==> config.mk <==
export PLATFORM = sky130hd
export DESIGN_NAME = pipe_adder
export DESIGN_NICKNAME = d
export VERILOG_FILES = /design/src/rtl/pipe_adder.sv
export SDC_FILE = /design/constraint.sdc
export NUM_CORES = 1
export LEC_CHECK = 0
export ABC_AREA = 1
export BUFFER_PORTS_ARGS = -buffer_cell sky130_fd_sc_hd__buf_2
export CAP_MARGIN = 20
export CORE_ASPECT_RATIO = 0.9
export CORE_MARGIN = 2
export CORE_UTILIZATION = 25
export DETAILED_ROUTE_END_ITERATION = 8
export PLACE_DENSITY = 0.54
export SYNTH_ARGS = -nofsm -noshare
export SYNTH_HDL_FRONTEND = slang
export SYNTH_SLANG_ARGS = --single-unit
==> constraint.sdc <==
create_clock -name clk -period 11.48 [get_ports clk]
set_clock_uncertainty 0.15 [all_clocks]
set_input_delay 0 -clock clk [delete_from_list [all_inputs] [get_ports clk]]
set_output_delay 0 -clock clk [all_outputs]
set_load 0.01 [all_outputs]
==> src/rtl/pipe_adder.sv <==
// pipe_adder: pipelined, parametrised two's-complement adder/subtractor.
//
// The operand width is cut into STAGES equal segments. Stage k adds segment
// k with a chain of GROUP-bit carry-lookahead groups, starting from the
// carry left by stage k-1. It registers the finished low-order sum bits,
// the carry into segment k+1, and the conditioned operands. The last stage
// also registers the overflow and zero flags.
//
// Ports:
//   clk, rst        sole clock; synchronous active-high reset
//   in_valid/ready  operand beat handshake (augend, addend, cin, sub)
//   out_valid/ready result beat handshake (sum, cout, overflow, zero)
//   sub=1           augend - addend (cin ignored); sub=0: augend+addend+cin
//   cout            raw carry out of the MSB (NOT-borrow when subtracting)
//
// Handshake: a beat transfers on a rising edge where valid && ready are both
// high. Once out_valid is high, the result is held stable until out_ready
// takes it. A stage accepts new data when it is empty, or when its contents
// move on in the same cycle. in_ready is therefore a combinational function
// of out_ready through the valid chain; there is no skid buffer.
module pipe_adder #(
   parameter int BITWIDTH = 32,
   parameter int STAGES   = 2,
   parameter int GROUP    = 4
) (
   input  logic                clk,
   input  logic                rst,
   input  logic                in_valid,
   output logic                in_ready,
   input  logic [BITWIDTH-1:0] augend,
   input  logic [BITWIDTH-1:0] addend,
   input  logic                cin,
   input  logic                sub,
   output logic                out_valid,
   input  logic                out_ready,
   output logic [BITWIDTH-1:0] sum,
   output logic                cout,
   output logic                overflow,
   output logic                zero
);

   localparam int SEG  = BITWIDTH / STAGES;
   localparam int NGRP = SEG / GROUP;
   localparam int LAST = STAGES - 1;
   localparam int MSB  = BITWIDTH - 1;

   if (GROUP < 1 || STAGES < 1 || STAGES > BITWIDTH / GROUP) begin : g_bad_stages
      $error("pipe_adder: STAGES must be in 1..BITWIDTH/GROUP");
   end
   if (BITWIDTH % (STAGES * GROUP) != 0) begin : g_bad_width
      $error("pipe_adder: BITWIDTH must be divisible by STAGES*GROUP");
   end

   // One segment: NGRP lookahead groups, rippled group to group.
   // Inside a group, each carry is expanded as a sum of products:
   //   c[i] = g[i-1] | p[i-1]g[i-2] | ... | p[i-1..0]cg
   function automatic logic [SEG:0] seg_add(input logic [SEG-1:0] a,
                                            input logic [SEG-1:0] b,
                                            input logic           c_in);
      logic [SEG-1:0] p, g, s;
      logic [GROUP:0] c;
      logic           cg, term;
      p  = a ^ b;
      g  = a & b;
      s  = '0;
      cg = c_in;
      for (int gi = 0; gi < NGRP; gi++) begin
         for (int i = 0; i <= GROUP; i++) begin
            c[i] = cg;
            for (int m = 0; m < i; m++) c[i] = c[i] & p[gi*GROUP+m];
            for (int j = 0; j < i; j++) begin
               term = g[gi*GROUP+j];
               for (int m = j + 1; m < i; m++) term = term & p[gi*GROUP+m];
               c[i] = c[i] | term;
            end
         end
         for (int i = 0; i < GROUP; i++) s[gi*GROUP+i] = p[gi*GROUP+i] ^ c[i];
         cg = c[GROUP];
      end
      return {cg, s};
   endfunction

   // Pipeline registers, one set per stage.
   logic [STAGES-1:0]   v;
   logic [BITWIDTH-1:0] r_sum [STAGES];
   logic [BITWIDTH-1:0] r_a   [STAGES];
   logic [BITWIDTH-1:0] r_b   [STAGES];
   logic [STAGES-1:0]   r_c;
   logic                r_ovf, r_zero;

   // Stage inputs and combinational results.
   logic [BITWIDTH-1:0] st_a   [STAGES];
   logic [BITWIDTH-1:0] st_b   [STAGES];
   logic [BITWIDTH-1:0] st_lo  [STAGES];
   logic [STAGES-1:0]   st_c, st_v;
   logic [BITWIDTH-1:0] nxt_sum [STAGES];
   logic [STAGES-1:0]   nxt_c;
   logic                nxt_ovf, nxt_zero;
   logic [STAGES-1:0]   take;

   // take[k]: stage k loads this cycle. This happens when stage k is empty,
   // or when its occupant moves on (the successor takes it, or the consumer
   // takes it from the last stage).
   always_comb begin : ready_chain
      logic downstream;
      take       = '0;
      downstream = out_ready;
      for (int k = STAGES - 1; k >= 0; k--) begin
         take[k]    = !v[k] || downstream;
         downstream = take[k];
      end
   end

   assign in_ready = take[0];

   always_comb begin : datapath
      logic [SEG:0] seg_res;
      // Subtraction is augend + ~addend + 1; cin plays no part in it.
      st_a[0]  = augend;
      st_b[0]  = sub ? ~addend : addend;
      st_c[0]  = sub | cin;
      st_lo[0] = '0;
      st_v[0]  = in_valid;
      for (int k = 1; k < STAGES; k++) begin
         st_a[k]  = r_a[k-1];
         st_b[k]  = r_b[k-1];
         st_c[k]  = r_c[k-1];
         st_lo[k] = r_sum[k-1];
         st_v[k]  = v[k-1];
      end
      for (int k = 0; k < STAGES; k++) begin
         seg_res    = seg_add(st_a[k][k*SEG +: SEG], st_b[k][k*SEG +: SEG], st_c[k]);
         nxt_sum[k] = st_lo[k];
         nxt_sum[k][k*SEG +: SEG] = seg_res[SEG-1:0];
         nxt_c[k]   = seg_res[SEG];
      end
      nxt_ovf  = (st_a[LAST][MSB] == st_b[LAST][MSB]) &&
                 (nxt_sum[LAST][MSB] != st_a[LAST][MSB]);
      nxt_zero = (nxt_sum[LAST] == '0);
   end

   always_ff @(posedge clk) begin
      if (rst) begin
         v      <= '0;
         r_c    <= '0;
         r_ovf  <= 1'b0;
         r_zero <= 1'b0;
         for (int k = 0; k < STAGES; k++) begin
            r_sum[k] <= '0;
            r_a[k]   <= '0;
            r_b[k]   <= '0;
         end
      end else begin
         for (int k = 0; k < STAGES; k++) begin
            if (take[k]) begin
               v[k] <= st_v[k];
               // Data is captured only with a valid beat; an empty stage
               // keeps stale contents.
               if (st_v[k]) begin
                  r_sum[k] <= nxt_sum[k];
                  r_a[k]   <= st_a[k];
                  r_b[k]   <= st_b[k];
                  r_c[k]   <= nxt_c[k];
               end
            end
         end
         if (take[LAST] && st_v[LAST]) begin
            r_ovf  <= nxt_ovf;
            r_zero <= nxt_zero;
         end
      end
   end

   assign out_valid = v[LAST];
   assign sum       = r_sum[LAST];
   assign cout      = r_c[LAST];
   assign overflow  = r_ovf;
   assign zero      = r_zero;

endmodule

* Word-level counts from Yosys, hierarchy flattened *
Memory sizes are Yosys's and may differ from the RTL's.
Cells that the tools add are included.

cells by class
  order comparisons = 0
  divide/modulo/power cells = 0
  reduce and logical (&&, ||, !) cells = 9
  multiply operators = 0
  shift operators = 0
  bitwise operators = 204
  muxes and demuxes = 17
  $add $sub $neg = 0
  equal/unequal tests = 2

operator list
  kind               number
  $mux 32            7
  $or 1x1->1         87
  $and 1x1->1        80
  $and 16x16->16     2
  $logic_not 32->1   1
  $not 32->32        1
  $xor 1x1->1        32
  $xor 16x16->16     2
  $mux 1             10
  $reduce_and 2->1   2
  $logic_and 1x1->1  2
  $logic_not 1->1    2
  $logic_or 1x1->1   2
  $eq 1x1->1         1
  $ne 1x1->1         1

word-level totals
  memory bits (writable) = 192
  register bits = 6
  output and inout port bits = 37
  ROM bits = 0
  bits in latches = 0
  word-level logic and storage cells = 241
  memories = 3

memory list
  memory  words  width  read ports  clocked after memory_dff  wr ports  RTL line  RTL
  r_a     2      32     1           0                         2         86        logic [BITWIDTH-1:0] r_a [STAGES];
  r_b     2      32     1           0                         2         87        logic [BITWIDTH-1:0] r_b [STAGES];
  r_sum   2      32     2           0                         2         85        logic [BITWIDTH-1:0] r_sum [STAGES];

* Depth between registers and ports, before layout *
Gate-level depths: netlist of the first run.

  depth after elaboration = 35
  mapped depth = 34
  gate-level depth less buffers = 33

* Worst setup path before layout of the first run *
Ideal clock, no wire load.

  kind = input to register
  from = input port sub
  to = register r_c[0]
  library setup time = 180 ps
  stages on the path = 34
  arrival = 4017 ps
  path buffers = 1
  setup slack = 7134 ps
  cells stage by stage = buf_2 -> xnor2_1 -> inv_1 -> ha_1 -> ha_1 -> nand2_1 -> nand3b_1 -> and2_1 -> o21a_1 -> nor2_1 -> inv_1 -> ha_1 -> nand2_1 -> nand3b_1 -> and2_1 -> o21a_1 -> nor2_1 -> inv_1 -> ha_1 -> nand2_1 -> nand3b_1 -> and2_1 -> o21a_1 -> nor2_1 -> inv_1 -> ha_1 -> o21ai_0 -> nand2_1 -> nand2_1 -> nand2_1 -> nand2_1 -> inv_1 -> o21ai_0 -> o21ai_0

between the ends
  cells in the longest elaborated chain, start to end = 34
  elaborated cells between the ends (all ways) = 60
  classes of those cells = mux: 1; bitwise: 59

ends and longest elaborated chain
  item                             RTL line  RTL
  from (decl)                      33        input logic sub,
  $mux 32                          120       st_b[0] = sub ? ~addend : addend;
  $xor 16x16->16                   63        p = a ^ b;
  $and 1x1->1 (4 in series)        70        for (int m = 0; m < i; m++) c[i] = c[i] & p[gi*GROUP+m];
  $or 1x1->1 (4 in series)         74        c[i] = c[i] | term;
  $and 1x1->1 (4 in series)        70
  $or 1x1->1 (4 in series)         74
  $and 1x1->1 (4 in series)        70
  $or 1x1->1 (4 in series)         74
  $and 1x1->1 (4 in series)        70
  $or 1x1->1 (3 in series)         74
  $or 1x1->1 *                     74
  to (signal, indexed assignment)  163       r_c[k] <= nxt_c[k];
  to (decl)                        88        logic [STAGES-1:0] r_c;

Every way passes the cells marked *; elsewhere a longest branch is shown, timed or not.
A chain may end at the register's enable or synchronous reset.

* Worst setup path in the final report of the first run *
Ends and elaborated chain as after synthesis.

==> results.md, run 1 <==
* Crit path DAT at 5.08 ns
* GRT Residual Overflow at 0
* Layout cell share with drive strength beyond 1 at between 20% and 30%
* Post-synth cell types at 27
* Placer Congestion at between 0.7 and 0.8
* #FFs+latches synth at 86
* Post-CTS Setup Inserts at 0
* Max-cap violation count at 0
* P&R area growth vs syn at 29.1%
* Crit path largest cell delay at 0.74 ns
* Worst hold margin at 0.0381 ns
* Final slew viol count at 0
* Most frequent CP cell: nand2_1
* Initial antenna violation count at 0
* Chip width at 151 um
* Row Count at 48
* Net Count, Synth at 594
* # diodes at 0
* First-pass GRT wire length at between 15000 and 20000 um
* Remaining antenna violation count at 0
* Clock Pin Slew Worst Setup and Hold Paths at 0.06 ns
* Crit path max fanout at 33
* Clock Latency Late Sink at 0.34 ns
* Vias in the first global route at 3365
* DR pass1 iterations at 4
* Worst-Margin Slew at about 1 ns
* Status: finished, final reports clean
* Maximum VDD drop at between 0.04 and 0.05 mV
* Psw at around 240 uW
* Sw Ratio at ~28%
* Routed WL at 10500 um
* Boundary pin count at 107
* Synth Warn # at 0
* Ranking of synthesized cells by area: edfxtp_1 (49%), ha_1 (10%), nor2_1 (7.0%)
* Kind of critical path: input port to flop
* Avg Vias per Cell at between 3 and 4
* Hold crit path type: input port to flop
* Leak at 2.91 nW
* Area leader, netlist: edfxtp_1
* Startpoint Class: input port
* Hold-fix buffers, CTS at 36
* Combinational power share at approximately 22%
* Final #Nets at 738
* Clock network fraction of total power at 31.5%
* CP required at 11.53 ns
* Register area share after synthesis at 51.9%
* CTS buffer count at 9
* Vias at about 3.4k
* Routed len/inst at 12.0 um
* Period utilization at a little over two fifths
* Largest net degree at the start of global routing at 81
* Int Pwr at 607 uW
* Syn_area_per_cell at 10.2 um^2
* Remaining DRCs at 0
* Top sig layer: met4
* DPL Wire Length at 7790 um
* Cell Pwr Density at 135 nW/um^2
* Routed wl met2 at about 4700 um
* CTS tree: done
* CTS H-tree lvls at 3
* CTS Sinks at 86
* Synth top area share at 49.5%
* Hold Vio Cnt, Final at 0
* Multi-input logic area at 1960 um^2
* Seq pwr share at 46.6%
* Resized Gates After CTS at 0
* DRT met1 WL at 5190 um
* Final setup fails at 0
* Mapped cell area at 4860 um^2
* GRT Total Usage at 10.7%
* Sequential cell area at 2520 um^2
* 1st-iter DRT viols at 160
* Post-route design area at ~6300 um^2
* Setup TNS at 0 ns
* Slowest library cell on the worst path: buf_2
* Fmax at 199 MHz
* Initial Util at 25.4%
* I/O Buffers at 106
* Placed cell areas at between 5000 and 6000 um^2
* Fin crit period at 5.03 ns
* CTS root buffer: clkbuf_16
* RSZ-0062 raised after global routing: false
* Die height at 136 um
* Design Power at between 800 and 900 uW
* Post-layout util at 32.8%
* Relative slew margins at 34.0%
* Layout fillers at 1995
* WL met3 at approximately 460 um
* Die Area at 20600 um^2
* Crit end category: flop
* Syn Inst Count at around 480
* Core box area at between 15000 and 20000 um^2
* CTS max path bufs at 2
[final timing paths]
kind / start / depth (start not counted) / slack [ns] / end
max: sub / 34 / 6.45 / r_c[0]
min: augend[7] / 4 / 0.04 / r_sum[0][7]
max reg2reg: r_b[0][16] / 26 / 7.57 / zero
min reg2reg: zero / 2 / 0.33 / zero
[critical path: cells and delay by family]
family	cells	cell delay, ns
and+or+nand+nor	16	1.76
buffers and inverters	6	1.08
adders and majority gates	5	1.01
AOI/OAI and AO/OA	6	0.98
xor gates and xnor gates	1	0.25
[cells by family (layout without fill, tap and decap cells)]
family	Yosys count	after routing	share of synthesized area, %
compound gates	16	16	1.91
xor+xnor	41	41	7.39
fa+ha+maj	48	48	13.6
buf+inv	89	238	7.68
flops	86	86	51.9
simple gates	196	196	17.5
[layout make-up]
| class | count | share of cell area, % |
|---|---|---|
| Inverter | 77 | 4.61 |
| Clock inverter | 6 | 0.599 |
| Clock buffer | 10 | 3.65 |
| Tap cell | 250 | 4.99 |
| Multi-Input combinational cell | 301 | 31.3 |
| Timing Repair Buffer | 145 | 14.6 |
| Sequential cell | 86 | 40.2 |
[per-stage QoR]
stage	cells	worst slack, ns
2_1_floorplan	476	7.13
3_3_place_gp	823	6.20
3_5_place_dp	823	6.06
4_1_cts	875	6.43
5_1_grt	875	5.95
6_report	875	6.45
[power groups by stage]
stage | Sequential, mW | Combinational (mW) | Clock (mW)
after floorplan | 0.405 | 0.115 | 0
after global placement | 0.401 | 0.177 | 0
after detailed placement | 0.401 | 0.180 | 0
after CTS | 0.394 | 0.190 | 0.276
after global routing | 0.398 | 0.214 | 0.287
final | 0.394 | 0.185 | 0.266
[layout by cell type, fill, tap and decap left out, types with 5 or more instances in the layout]
cell,n
dlygate4sd3_1,36
fa_1,8
xor2_1,16
edfxtp_1,80
dfxtp_1,6
o21ai_0,5
a21oi_1,6
ha_1,40
nand2_1,60
buf_2,106
inv_1,76
nor2_1,91
nand3_1,15
xnor2_1,25
nor3_1,7
clkbuf_16,9
nand4_1,8
[metal layers]
| metal | vias up | track usage, % |
|---|---|---|
| met5 | - | 0 |
| met3 | 9 | 2.48 |
| met1 | 1547 | 14.2 |
| met2 | 59 | 17.0 |
| met4 | 0 | 4.05 |
| li1 | 1813 | - |
[state kept, by name, summed over array words and instances, names as in the netlist]
register and count:
r_c 2, r_b 16, r_sum 48, zero 1, v 2, overflow 1
r_a 16
[synthesized netlist by cell type (all sizes together)]
| library cell | count |
|---|---|
| xnor2 | 25 |
| fa | 8 |
| a31oi | 1 |
| a21oi | 7 |
| buf | 12 |
| nor2 | 93 |
| dfxtp | 6 |
| nor3b | 1 |
| edfxtp | 80 |
| nand4 | 8 |
| o21a | 3 |
| nand3 | 15 |
| nand3b | 4 |
| o21ai | 5 |
| ha | 40 |
| xor2 | 16 |
| inv | 77 |
| nand2 | 61 |
| nor3 | 11 |
| and2 | 3 |
No activity file was read; power rests on OpenSTA's default activity.
==> run 2, diff against run 1 <==
==> constraint.sdc (replaced) <==
create_clock -name clk -period 4.8 [get_ports clk]
set_clock_uncertainty 0.15 [all_clocks]
set_input_delay 0 -clock clk [delete_from_list [all_inputs] [get_ports clk]]
set_output_delay 0 -clock clk [all_outputs]
set_load 0.01 [all_outputs]
==> results.md, run 2 (synthesized netlist as in run 1, its figures left out) <==
* Core box area at approximately 19000 um^2
* Max FFs per register at 48
* Boundary pin count at ~110
* DPL Wire Length at 7980 um
* Placer Congestion at 0.766
* CTS root buffer: clkbuf_16
* Startpoint Class: input port
* Relative slew margins at between 40 and 50%
* Hold Vio Cnt, Final at 0
* Die height at roughly 140 um
* Most frequent cells in the layout: buf_2 (106), nor2_1 (89), edfxtp_1 (80)
* Avg Vias per Cell at 3.92
* Most frequent CP cell: nand2_1
* Period utilization at between 80% and 90%
* Initial antenna violation count at 0
* Routed len/inst at around 12 um
* Initial Util at between 20% and 30%
* Final setup fails at 0
* CP required at 4.85 ns
* Fmax at roughly 240 MHz
* Crit path max fanout at 4
* Crit path largest cell delay at 0.27 ns
* Post-CTS Setup Inserts at 0
* Layout cell share with drive strength beyond 1 at 21.8%
* Worst-Margin Slew at 0.769 ns
* Crit path DAT at 4.29 ns
* Maximum VDD drop at 0.123 mV
* Largest net degree at the start of global routing at 53
* Clock Latency Late Sink at 0.34 ns
* Final slew viol count at 0
* Commonest non-fill, non-tap cell in the layout: buf_2
* CTS buffer count at 9
* Crit end category: flop
* Post-layout util at 33.1%
* DR pass1 iterations at 4
* GRT Total Usage at 10.9%
* Worst hold margin at 0.0312 ns
* Slowest library cell on the worst path: ha_1
* Hold crit path type: input port to flop
* First-pass GRT wire length at 16800 um
* Regs by FF count: r_sum x48, r_a x16, r_b x16
* Max-cap violation count at 0
* CTS H-tree lvls at 3
* RSZ-0062 raised after global routing: false
* GRT Residual Overflow at 0
* CTS tree: done
* Biggest register: r_sum
* Final #Nets at between 700 and 800
* Setup TNS at 0 ns
* Status: finished, final reports clean
* Remaining antenna violation count at 0
* Fin crit period at 4.24 ns
* Chip width at 151 um
* Clock Pin Slew Worst Setup and Hold Paths at 0.06 ns
* Cell Pwr Density at 321 nW/um^2
* Kind of critical path: input port to flop
* # diodes at 0
* Row Count at 48
* Vias at 3442
* CTS Sinks at 86
* I/O Buffers at 106
* P&R area growth vs syn at 30.0%
* Die Area at 20600 um^2
* Leak at 2.93 nW
* Vias in the first global route at roughly 3.4k
* Routed WL at 10600 um
* CTS max path bufs at 2
* 1st-iter DRT viols at between 150 and 200
* Remaining DRCs at 0
## run 2: cell types whose count changed in the layout (fill, tap and decap cells not counted), moves of 2 or more
cell	before	now
buf_4	3	5
nor2_2	1	3
dlygate4sd3_1	36	38
nor2_1	91	89
clkinv_1	1	3
## run 2: area by class of cell
| cell class | instances | area [um^2] |
|---|---|---|
| fillers | 2021 | 12800 |
| inverters | 77 | 289 |
| well taps | 250 | 313 |
| flip-flops and latches | 86 | 2520 |
| repair buffers | 149 | 948 |
| multi-input cells | 301 | 1980 |
| clock buffers | 9 | 225 |
| clock inverters | 7 | 40.0 |
## run 2: worst max-delay path, delay by kind of cell
family,cells,cell delay (ns)
buf+inv,6,0.45
compound gates,6,0.97
simple gates,16,1.67
xor+xnor,1,0.21
fa+ha+maj,5,0.99
## run 2: layer usage
layer	up-vias	track usage (%)	wire [um]
met2	56	16.8	4790
met1	1546	15.0	5310
met3	12	2.65	393
li1	1828	-	-
met5	-	0	0
met4	0	3.74	148
## run 2: power breakdown
part | switching [mW] | total, mW | internal (mW) | leakage [nW]
combinational | 0.257 | 0.449 | 0.193 | 1.90
clock | 0.292 | 0.639 | 0.346 | 0.124
sequential | 0.0280 | 0.940 | 0.912 | 0.908
total | 0.577 | 2.03 | 1.45 | 2.93
## run 2: final timing paths
| kind | slack, ns | end | cells after the start | startpoint |
|---|---|---|---|---|
| worst max-delay path | 0.56 | r_c[0] | 34 | sub |
| worst min-delay path | 0.03 | r_sum[0][13] | 4 | augend[13] |
| worst max register to register | 0.90 | zero | 26 | r_b[0][16] |
| worst min register to register | 0.33 | zero | 2 | zero |
## run 2: repair_timing
action,in CTS,in global routing
setup endpoints to repair,0,3
hold buffers,38,0
gates resized for setup,0,3
hold endpoints to repair,37,0
## run 2: through the flow
step           instances  total power [mW]  area [um^2]  setup slack (ns)
6_report             879              2.03         6310             0.561
5_1_grt              879              2.16         6310            0.0264
4_1_cts              879              2.07         6300             0.344
3_5_place_dp         825              1.39         5660            0.0393
3_3_place_gp         825              1.39         5660             0.164
2_1_floorplan        476              1.24         4860             0.454
